File: config.mk
export PLATFORM = sky130hd
export DESIGN_NAME = mul_div_unit
export DESIGN_NICKNAME = d
export VERILOG_FILES = /design/src/rtl/mul_div_unit.sv
export SDC_FILE = /design/constraint.sdc
export NUM_CORES = 1
export LEC_CHECK = 0
export ABC_AREA = 0
export BUFFER_PORTS_ARGS = -buffer_cell sky130_fd_sc_hd__clkbuf_2
export CORE_MARGIN = 3
export CORE_UTILIZATION = 50
export CTS_BUF_LIST = sky130_fd_sc_hd__clkbuf_16
export CTS_CLUSTER_SIZE = 14
export DETAILED_ROUTE_END_ITERATION = 12
export GPL_TIMING_DRIVEN = 0
export HOLD_SLACK_MARGIN = 0.02
export PLACE_DENSITY = 0.78
export SETUP_SLACK_MARGIN = 0.05
export SYNTH_ARGS = -nofsm -noshare
export SYNTH_HDL_FRONTEND = slang
export SYNTH_SLANG_ARGS = --single-unit
File: constraint.sdc
create_clock -name Clk -period 7.35 [get_ports Clk]
set_input_delay 1.1025 -clock Clk [delete_from_list [all_inputs] [get_ports Clk]]
set_output_delay 1.1025 -clock Clk [all_outputs]
set_load 0.02 [all_outputs]
File: src/rtl/mul_div_unit.sv
// mul_div_unit -- iterative RV32M multiply/divide unit.
//
// Sits between the register heap read ports (busA/busB) and its write port.
// A Start pulse in IDLE latches Op, Rd and both operands; the unit then runs
// 32 shift-add (multiply) or restoring-division (divide) iterations on operand
// magnitudes, applies the sign fix-up and presents a one-cycle write request.
//
// Ports:
//   Clk      clock, all state updates on the rising edge
//   Reset    synchronous active-high reset
//   Start    request, accepted only in IDLE
//   Op       RV32M funct3 (MUL, MULH, MULHSU, MULHU, DIV, DIVU, REM, REMU)
//   Rd       destination register index
//   SrcA     rs1 value, SrcB rs2 value
//   Busy     high while computing or presenting the result
//   Done     one-cycle pulse when the result is presented
//   WbRw     write-back register index (heap Rw)
//   WbRegWr  write enable (heap RegWr), suppressed for Rd == 0
//   WbBusW   write-back data (heap busW)
//
// Optional feature: define MULDIV_FAST_SPECIAL_EN to let divide-by-zero,
// signed overflow and multiply-by-zero skip the iteration phase entirely.
// Results are identical either way; only latency differs.

module mul_div_unit #(
   parameter int XLEN = 32
) (
   input  logic            Clk,
   input  logic            Reset,
   input  logic            Start,
   input  logic [2:0]      Op,
   input  logic [4:0]      Rd,
   input  logic [XLEN-1:0] SrcA,
   input  logic [XLEN-1:0] SrcB,
   output logic            Busy,
   output logic            Done,
   output logic [4:0]      WbRw,
   output logic            WbRegWr,
   output logic [XLEN-1:0] WbBusW
);

   localparam int CntW = $clog2(XLEN);
   localparam logic [CntW-1:0] LastCnt = CntW'(XLEN - 1);
   localparam logic [XLEN-1:0] MinNeg = {1'b1, {(XLEN-1){1'b0}}};
   localparam logic [XLEN-1:0] AllOnes = '1;

   localparam logic [1:0] IDLE = 2'd0;
   localparam logic [1:0] CALC = 2'd1;
   localparam logic [1:0] DONE = 2'd2;

   logic [1:0]        state;
   logic [CntW-1:0]   count;
   logic [2:0]        opReg;
   logic [4:0]        rdReg;
   logic [XLEN-1:0]   aReg;
   logic [XLEN-1:0]   bReg;
   logic [2*XLEN-1:0] work;
   logic [XLEN-1:0]   result;

   // Operand A is signed for everything except MULHU, DIVU and REMU.
   function automatic logic signedA(input logic [2:0] op);
      return !(op == 3'b011 || op == 3'b101 || op == 3'b111);
   endfunction

   // Operand B is signed only for MUL, MULH, DIV and REM.
   function automatic logic signedB(input logic [2:0] op);
      return (op == 3'b000 || op == 3'b001 || op == 3'b100 || op == 3'b110);
   endfunction

   function automatic logic [XLEN-1:0] magnitude(input logic [XLEN-1:0] v, input logic sgn);
      return (sgn && v[XLEN-1]) ? (~v + 1'b1) : v;
   endfunction

   // Cases whose answer is known without iterating. Divide by zero is not
   // reachable by the sign fix-up, so it must always take this value.
   function automatic logic isSpecial(input logic [2:0] op, input logic [XLEN-1:0] a,
                                      input logic [XLEN-1:0] b);
      if (op[2])
         return (b == '0) || (!op[0] && a == MinNeg && b == AllOnes);
      else
         return (a == '0) || (b == '0);
   endfunction

   function automatic logic [XLEN-1:0] specialValue(input logic [2:0] op, input logic [XLEN-1:0] a,
                                                    input logic [XLEN-1:0] b);
      if (!op[2])
         return '0;
      else if (b == '0)
         return op[1] ? a : AllOnes;
      else
         return op[1] ? '0 : MinNeg;
   endfunction

   logic              negA;
   logic              negB;
   logic [XLEN-1:0]   magA;
   logic [XLEN-1:0]   magB;
   logic [XLEN:0]     mulSum;
   logic [XLEN:0]     divShifted;
   logic [XLEN:0]     divDiff;
   logic [2*XLEN-1:0] workNext;
   logic [2*XLEN-1:0] prodFixed;
   logic [XLEN-1:0]   quotFixed;
   logic [XLEN-1:0]   remFixed;
   logic [XLEN-1:0]   finalValue;

   // One iteration step plus the sign fix-up of the step's outcome. The work
   // register holds {hi, lo}: for multiply the partial product with the
   // multiplier shifting out of lo, for divide the partial remainder in hi
   // and the dividend shifting into quotient bits in lo. The fix-up is taken
   // from workNext so the final iteration and the result land together.
   always_comb begin
      negA       = signedA(opReg) && aReg[XLEN-1];
      negB       = signedB(opReg) && bReg[XLEN-1];
      magA       = magnitude(aReg, signedA(opReg));
      magB       = magnitude(bReg, signedB(opReg));
      mulSum     = {1'b0, work[2*XLEN-1:XLEN]} + (work[0] ? {1'b0, magA} : '0);
      divShifted = {work[2*XLEN-1:XLEN], work[XLEN-1]};
      divDiff    = divShifted - {1'b0, magB};
      workNext   = work;
      if (opReg[2]) begin
         if (!divDiff[XLEN])
            workNext = {divDiff[XLEN-1:0], work[XLEN-2:0], 1'b1};
         else
            workNext = {divShifted[XLEN-1:0], work[XLEN-2:0], 1'b0};
      end else begin
         workNext = {mulSum, work[XLEN-1:1]};
      end
      prodFixed = (negA ^ negB) ? (~workNext + 1'b1) : workNext;
      quotFixed = (negA ^ negB) ? (~workNext[XLEN-1:0] + 1'b1) : workNext[XLEN-1:0];
      remFixed  = negA ? (~workNext[2*XLEN-1:XLEN] + 1'b1) : workNext[2*XLEN-1:XLEN];
      if (isSpecial(opReg, aReg, bReg))
         finalValue = specialValue(opReg, aReg, bReg);
      else if (opReg[2])
         finalValue = opReg[1] ? remFixed : quotFixed;
      else if (opReg[1:0] == 2'b00)
         finalValue = prodFixed[XLEN-1:0];
      else
         finalValue = prodFixed[2*XLEN-1:XLEN];
   end

   // Control and datapath registers. A Start in IDLE preloads the work
   // register from the live inputs so the first iteration can run in the
   // very next cycle; Start is not looked at outside IDLE.
   always_ff @(posedge Clk) begin
      if (Reset) begin
         state  <= IDLE;
         count  <= '0;
         opReg  <= '0;
         rdReg  <= '0;
         aReg   <= '0;
         bReg   <= '0;
         work   <= '0;
         result <= '0;
      end else begin
         case (state)
            IDLE: begin
               if (Start) begin
                  opReg <= Op;
                  rdReg <= Rd;
                  aReg  <= SrcA;
                  bReg  <= SrcB;
                  count <= '0;
                  if (Op[2])
                     work <= {{XLEN{1'b0}}, magnitude(SrcA, signedA(Op))};
                  else
                     work <= {{XLEN{1'b0}}, magnitude(SrcB, signedB(Op))};
`ifdef MULDIV_FAST_SPECIAL_EN
                  if (isSpecial(Op, SrcA, SrcB)) begin
                     result <= specialValue(Op, SrcA, SrcB);
                     state  <= DONE;
                  end else begin
                     state  <= CALC;
                  end
`else
                  state <= CALC;
`endif
               end
            end
            CALC: begin
               work  <= workNext;
               count <= count + 1'b1;
               if (count == LastCnt) begin
                  result <= finalValue;
                  state  <= DONE;
               end
            end
            default: state <= IDLE;
         endcase
      end
   end

   // Write request is visible only while presenting the result.
   always_comb begin
      Busy    = (state != IDLE);
      Done    = (state == DONE);
      WbRw    = Done ? rdReg : '0;
      WbRegWr = Done && (rdReg != '0);
      WbBusW  = Done ? result : '0;
   end

endmodule
# Word level (Yosys, flattened, before mapping)

Index checks and enable logic that the tools add are counted.

Flip-flop bits (word level): 175
Latch bits: 0
RAM bits: 0
Memory bits (read-only): 0
Input port bits: 75
Output and inout bits: 40
Word-level logic and storage cells: 109
Memories: 0

Add/subtract/negate cells: 10
$mul: 0
Divide/modulo/power cells: 0
Order comparisons: 0
Eq/ne operators: 19
Shift operators: 0
Muxes and demuxes: 29
Bitwise operators: 8
Reduce and logical (&&, ||, !) cells: 35

Operators with widths:

| operator                                             | number |
|---|---|
| 2-to-1 mux 32 bit                                    | 17 |
| 2-to-1 mux 64 bit                                    | 4 |
| adder 32 x 1 -> 32 bit (second input constant)       | 6 |
| NOT 32 bit                                           | 6 |
| one-hot mux 64 bit (2 select lines)                  | 1 |
| adder 64 x 1 -> 64 bit (second input constant)       | 1 |
| equality test 32 bit (second input constant)         | 2 |
| logical NOT 32 bit                                   | 2 |
| NOT 64 bit                                           | 1 |
| adder 32 x 32 -> 33 bit                              | 1 |
| subtractor 33 x 32 -> 33 bit                         | 1 |
| equality test 3 bit (second input constant)          | 8 |
| logical OR 1 bit                                     | 12 |
| 2-to-1 mux 5 bit                                     | 2 |
| one-hot mux 5 bit (2 select lines)                   | 1 |
| AND reduction 2 bit                                  | 4 |
| logical AND 1 bit                                    | 7 |
| equality test 3 x 1 -> 1 bit (second input constant) | 2 |
| equality test 3 x 2 -> 1 bit (second input constant) | 2 |
| logical NOT 3 bit                                    | 2 |
| adder 5 x 1 -> 5 bit (second input constant)         | 1 |
| equality test 5 bit (second input constant)          | 1 |
| nonzero test 5 bit                                   | 1 |
| logical NOT 2 bit                                    | 2 |
| other kinds (9)                                      | 14 |

# Logic depth before layout (Yosys ltp)

Depth in word-level cells: 15
Depth in mapped cells: 36
Mapped depth without buffers: 30

# Worst setup path before layout

No wires, ideal clock.

Kind: register to register
From: reg opReg[2]
To: reg result[30]
Library setup time: 91 ps
Arrival: 6952 ps
Required time: 7259 ps
Setup slack: 307 ps
Stages on the path, launching flop included: 35
Buffers on the path: 8
Path through: dfxtp_1 buf_2 inv_1 buf_2 clkbuf_1 clkbuf_1 nor2_1 o21a_1 clkbuf_1 clkbuf_1 o41ai_1 xor2_1 ha_1 buf_6 a21oi_4 o21a_4 o221ai_2 a221o_2 nor3_4 buf_6 nor3_1 a21oi_1 ha_1 o211ai_1 or2_1 or2_1 nor3_1 nand3_1 or3_1 nor4_4 nand2_2 o41ai_1 xnor2_1 o21ai_1 a311oi_1

Word-level cells in the longest chain between the ends: 15

Ends and longest elaborated chain:

| element                                                           | line         | RTL |
|---|---|---|
| from (decl)                                                       | 53           | `logic [2:0] opReg;` |
| from (signal assigned)                                            | 159          | `opReg <= Op;` |
| equality test 3 x 1 -> 1 bit, or another cell as far along        | 67           | `return (op == 3'b000 \|\| op == 3'b001 \|\| op == 3'b100 \|\| op == 3'b110);` |
| logical OR 1 bit, on equally long branches (2 in series)          | 67, 62       |  |
| logical OR 1 bit or logical NOT 1 bit (tied branches)             | 67, 62       |  |
| logical AND 1 bit, on equally long branches                       | 71, 114, 113 |  |
| 2-to-1 mux 32 bit                                                 | 71           | `return (sgn && v[XLEN-1]) ? (~v + 1'b1) : v;` |
| subtractor 33 x 32 -> 33 bit or 2-to-1 mux 32 bit (tied branches) | 119, 117     |  |
| 2-to-1 mux 64 bit or adder 32 x 32 -> 33 bit (tied branches)      | 122, 117     |  |
| 2-to-1 mux 64 bit                                                 | 121          | `if (opReg[2]) begin` |
| NOT 64 bit, or another cell as far along                          | 129          | `prodFixed = (negA ^ negB) ? (~workNext + 1'b1) : workNext;` |
| adder 64 x 1 -> 64 bit, or another cell as far along              | 129          |  |
| 2-to-1 mux 64 bit, or another cell as far along                   | 129          |  |
| 2-to-1 mux 32 bit, on equally long branches                       | 136, 135     |  |
| 2-to-1 mux 32 bit                                                 | 134          | `else if (opReg[2])` |
| 2-to-1 mux 32 bit *                                               | 132          | `if (isSpecial(opReg, aReg, bReg))` |
| to (signal assigned)                                              | 184          | `result <= finalValue;` |
| to (decl)                                                         | 58           | `logic [XLEN-1:0] result;` |

Mark *: on every way between the ends. The rest lies on a longest branch, timed or not.
A chain may end at the register's enable or synchronous reset.

# Final worst setup path

From: reg bReg[10]
To: reg result[1]

Word-level cells in the longest chain between the ends: 12

Ends and longest elaborated chain:

| element                                              | line     | RTL |
|---|---|---|
| from (decl)                                          | 56       | `logic [XLEN-1:0] bReg;` |
| from (signal assigned)                               | 162      | `bReg <= SrcB;` |
| NOT 32 bit                                           | 71       |  |
| adder 32 x 1 -> 32 bit                               | 71       |  |
| 2-to-1 mux 32 bit                                    | 71       |  |
| subtractor 33 x 32 -> 33 bit                         | 119      | `divDiff = divShifted - {1'b0, magB};` |
| 2-to-1 mux 64 bit                                    | 122      | `if (!divDiff[XLEN])` |
| 2-to-1 mux 64 bit                                    | 121      |  |
| NOT 64 bit, or another cell as far along             | 129      |  |
| adder 64 x 1 -> 64 bit, or another cell as far along | 129      |  |
| 2-to-1 mux 64 bit, or another cell as far along      | 129      |  |
| 2-to-1 mux 32 bit, on equally long branches          | 136, 135 |  |
| 2-to-1 mux 32 bit                                    | 134      |  |
| 2-to-1 mux 32 bit *                                  | 132      |  |

Marks and branches as above.

==> flow_metrics.tcl <==
set metrics [dict create \
    status "completed" \
    rows 70 \
    overflow 0 \
    hpwl_mm 76.6 \
    clock_latency_ns 0.48 \
    fmaxAchievable_ghz 0.137 \
    async_flop_share_pct 0 \
    fin_skew_ns 0.0183 \
    slew_headroom_pct 17.6 \
    timing.critical_path.mode_cell "buf_4" \
    place.gp.congestion 1.12 \
    drt_iter0_drc 3203 \
    p_total_uw 3860 \
    final_max_slew_viol_count 0 \
    p_seq_share_pct 28.6 \
    grt_max_degree 17 \
    die_width_um 201 \
    arrival_ns 7.70 \
    p_int_uw 2120 \
    synth_edf_count 0 \
    ant_nets 0 \
    cpMaxStageDelayCell "a2111oi_0" \
    vias_per_cell 6.85 \
    hold_violations 0 \
    cts_tree "built" \
    final-instance-count-excl-fill 3427 \
    root_buffer "clkbuf_16" \
    path_cells "or4_4, or4_1, nor4_4, nand2_1, o21ai_2, xor2_2, ha_1, a21oi_1, o21ai_0, a221oi_4, buf_4, buf_4, a2111oi_0, o31a_1, buf_4, nand2_2, nor3_4, a21oi_2, xnor2_1, a2111oi_0, a211oi_1, nor3_1" \
    die-area_sq_um 40200 \
    antenna_found_initial 3 \
    track_usage_pct 45.3 \
    seq_area_frac_synth_pct 18.5 \
    initial_core_util_pct 51.2 \
    cts_hold_buffers 0 \
    clock_path_buffers 2 \
    drv_cap 0 \
    numCtsBuffers 17 \
    die_y_um 201 \
    final-seq-area_sq_um 3510 \
    synth_cell_types 113 \
    grt_pass1_wl_mm 139 \
    cp_max_fo 9 \
    fin_crit_ns 7.30 \
    avgRoutedWirePerCell_um 28.0 \
    cp-end-kind "flop" \
    finalWirelength_mm 96.0 \
    rsz0062_at_grt "yes" \
    total_leakage_power_uw 0.00826 \
    syn_avg_cell_area_sq_um 6.89 \
    grt_pass1_vias 21740 \
    num_vias 23488 \
    p_switching_uw 1740 \
    cp-start-kind "flop" \
    p_sw_share_pct 45.1 \
    tightest_slew_ns 1.23 \
    path_clk_slew_ns 0.08 \
    path_class "flop to flop" \
    finalSetupViolCount 0 \
    hold_class "flop to flop" \
    drc 0 \
    postSynthCellCount 2749 \
    p_per_area_nw_per_um2 179 \
    power.share.clock_pct 25.9 \
    critPathMaxStageDelay_ns 1.02 \
    layout_common_cells "nand2_1, a21oi_1, nor2_1, dfxtp_1, o21ai_0" \
    dr.pass1.iters 8 \
    cp.required_ns 7.75 \
    dp_cells 3366 \
    synth-seq-cells 175 \
    fillers 3647 \
    irDropWorstVdd_uv 151 \
    clock_sinks 175 \
    area_growth_pct 13.6 \
    final_common_cell "nand2_1" \
    period_share_pct 99.3 \
    multi_input_area_sq_um 14800 \
    ys.flop_type "dfxtp_1" \
    synth_area_sq_um 18900 \
    yosysWarnings 0 \
    layout.nets 3060 \
    core_sq_um 37000 \
    layout-drive-gt1-share_pct 12.3 \
    syn-num-nets 2899 \
    p_comb_share_pct 45.5 \
    num_io_pins 115 \
    placement.io_buffers 113 \
    htree_levels 4 \
]
-- layer usage --
metal / vias up / part of all wire [%] / track usage [%] / routed length [um]
met5: - / 0.092 / 0 / 88
met4: 2 / 8.3 / 29.8 / 8000
met3: 436 / 14 / 12.8 / 13300
met2: 1781 / 41 / 66.8 / 39100
met1: 10946 / 37 / 57.9 / 35500
li1: 10323 / - / - / -
-- synthesized netlist by cell type, types with 6 or more instances --
cell type | count | area [sq um]
or4_1 | 9 | 67.6
o21a_1 | 19 | 143
a211oi_1 | 60 | 450
a31oi_1 | 57 | 357
nor2_1 | 269 | 1010
nor2b_1 | 10 | 62.6
nand3_1 | 67 | 335
a221oi_1 | 15 | 131
dfxtp_1 | 175 | 3500
o41ai_1 | 15 | 131
or3_1 | 35 | 219
inv_1 | 45 | 169
nand3b_1 | 9 | 67.6
a21o_1 | 21 | 158
o31ai_1 | 33 | 248
a21boi_0 | 12 | 90.1
or2_2 | 6 | 37.5
xor2_1 | 110 | 963
and2_1 | 85 | 532
o221ai_1 | 7 | 61.3
ha_1 | 73 | 913
nor3b_1 | 9 | 67.6
nor3_1 | 80 | 400
a21oi_1 | 318 | 1590
and3_1 | 26 | 163
mux2_2 | 11 | 124
o21ai_0 | 166 | 831
buf_6 | 6 | 67.6
a311oi_1 | 6 | 52.6
nand2_1 | 366 | 1370
buf_1 | 13 | 48.8
a211o_1 | 8 | 70.1
buf_2 | 31 | 155
o21bai_1 | 13 | 97.6
nand2b_1 | 23 | 144
mux2i_1 | 39 | 390
o21ai_1 | 14 | 70.1
o211ai_1 | 34 | 255
xnor2_1 | 116 | 1020
o22ai_1 | 10 | 62.6
nand4_1 | 32 | 200
clkbuf_1 | 130 | 488
nor4_1 | 37 | 231
-- power by group through the flow --
stage          clock [uW]  combinational, uW  sequential, uW
2_1_floorplan           0               1050            1060
3_3_place_gp            0               1540            1100
3_5_place_dp            0               1560            1110
4_1_cts               988               1630            1090
5_1_grt              1030               1830            1100
6_report              998               1760            1100
-- registers in the layout, indices dropped and copies added, names as in the netlist --
name    flops
bReg       32
aReg       32
count       5
result     32
state       2
opReg       3
rdReg       5
work       64
-- per-stage QoR --
stage / setup TNS [ns] / utilization, % / worst slack (ns) / instance area, sq um / hold slack (ns)
after global placement: -54.74 / 54.5 / -2.59 / 20100 / 0.457
after detailed placement: -54.38 / 54.5 / -2.55 / 20100 / 0.465
after floorplan: 0 / - / 0.307 / 18900 / 0.439
final: 0 / 58.2 / 0.0534 / 21500 / 0.478
after global routing: -0.0527 / 58.2 / -0.0527 / 21500 / 0.504
after CTS: 0 / 57.3 / 0.0626 / 21200 / 0.474
-- path summary, 6_finish.rpt --
path	from	end	slack [ns]	depth (start not counted)
setup reg to reg	bReg[10]	result[1]	0.05	22
setup / recovery	bReg[10]	result[1]	0.05	22
hold / removal	rdReg[0]	rdReg[0]	0.48	2
hold reg to reg	rdReg[0]	rdReg[0]	0.48	2
-- cells by family (layout without fill, tap and decap cells) --
| group | Yosys count | in the layout | synth area share (%) |
|---|---|---|---|
| simple gates | 1107 | 1107 | 28.4 |
| compound gates | 886 | 886 | 29.7 |
| buf+inv | 229 | 402 | 5.06 |
| xor+xnor | 226 | 226 | 10.5 |
| flops | 175 | 175 | 18.5 |
| fa+ha+maj | 75 | 75 | 5.03 |
| mux | 51 | 51 | 2.79 |
| other cells | 0 | 1 | 0 |
-- critical path, delay by kind of cell (launching register included) --
kind,cells,cell delay (ns)
adder cells (fa/ha/maj),1,0.29
XOR/XNOR,2,0.46
AND/OR/NAND/NOR,7,2.45
AO/OA/AOI/OAI,9,3.17
buffers and inverters,3,0.50
flip-flops,1,0.36
-- area by class of cell --
class	instances	share of cell area, %
Antenna cell	1	0.0116
Multi-Input combinational cell	2345	69.0
Sequential cell	175	16.3
Inverter	45	0.785
Clock inverter	14	0.838
Clock buffer	17	1.98
Tap cell	504	2.93
Buffer	175	4.08
Timing Repair Buffer	151	4.03
-- repair_timing --
action,CTS,global route
endpoints found under the setup margin,48,27
buffers inserted,27,11
pin swaps,17,24
gates resized for setup,58,67
(Power assumes the default switching activity.)
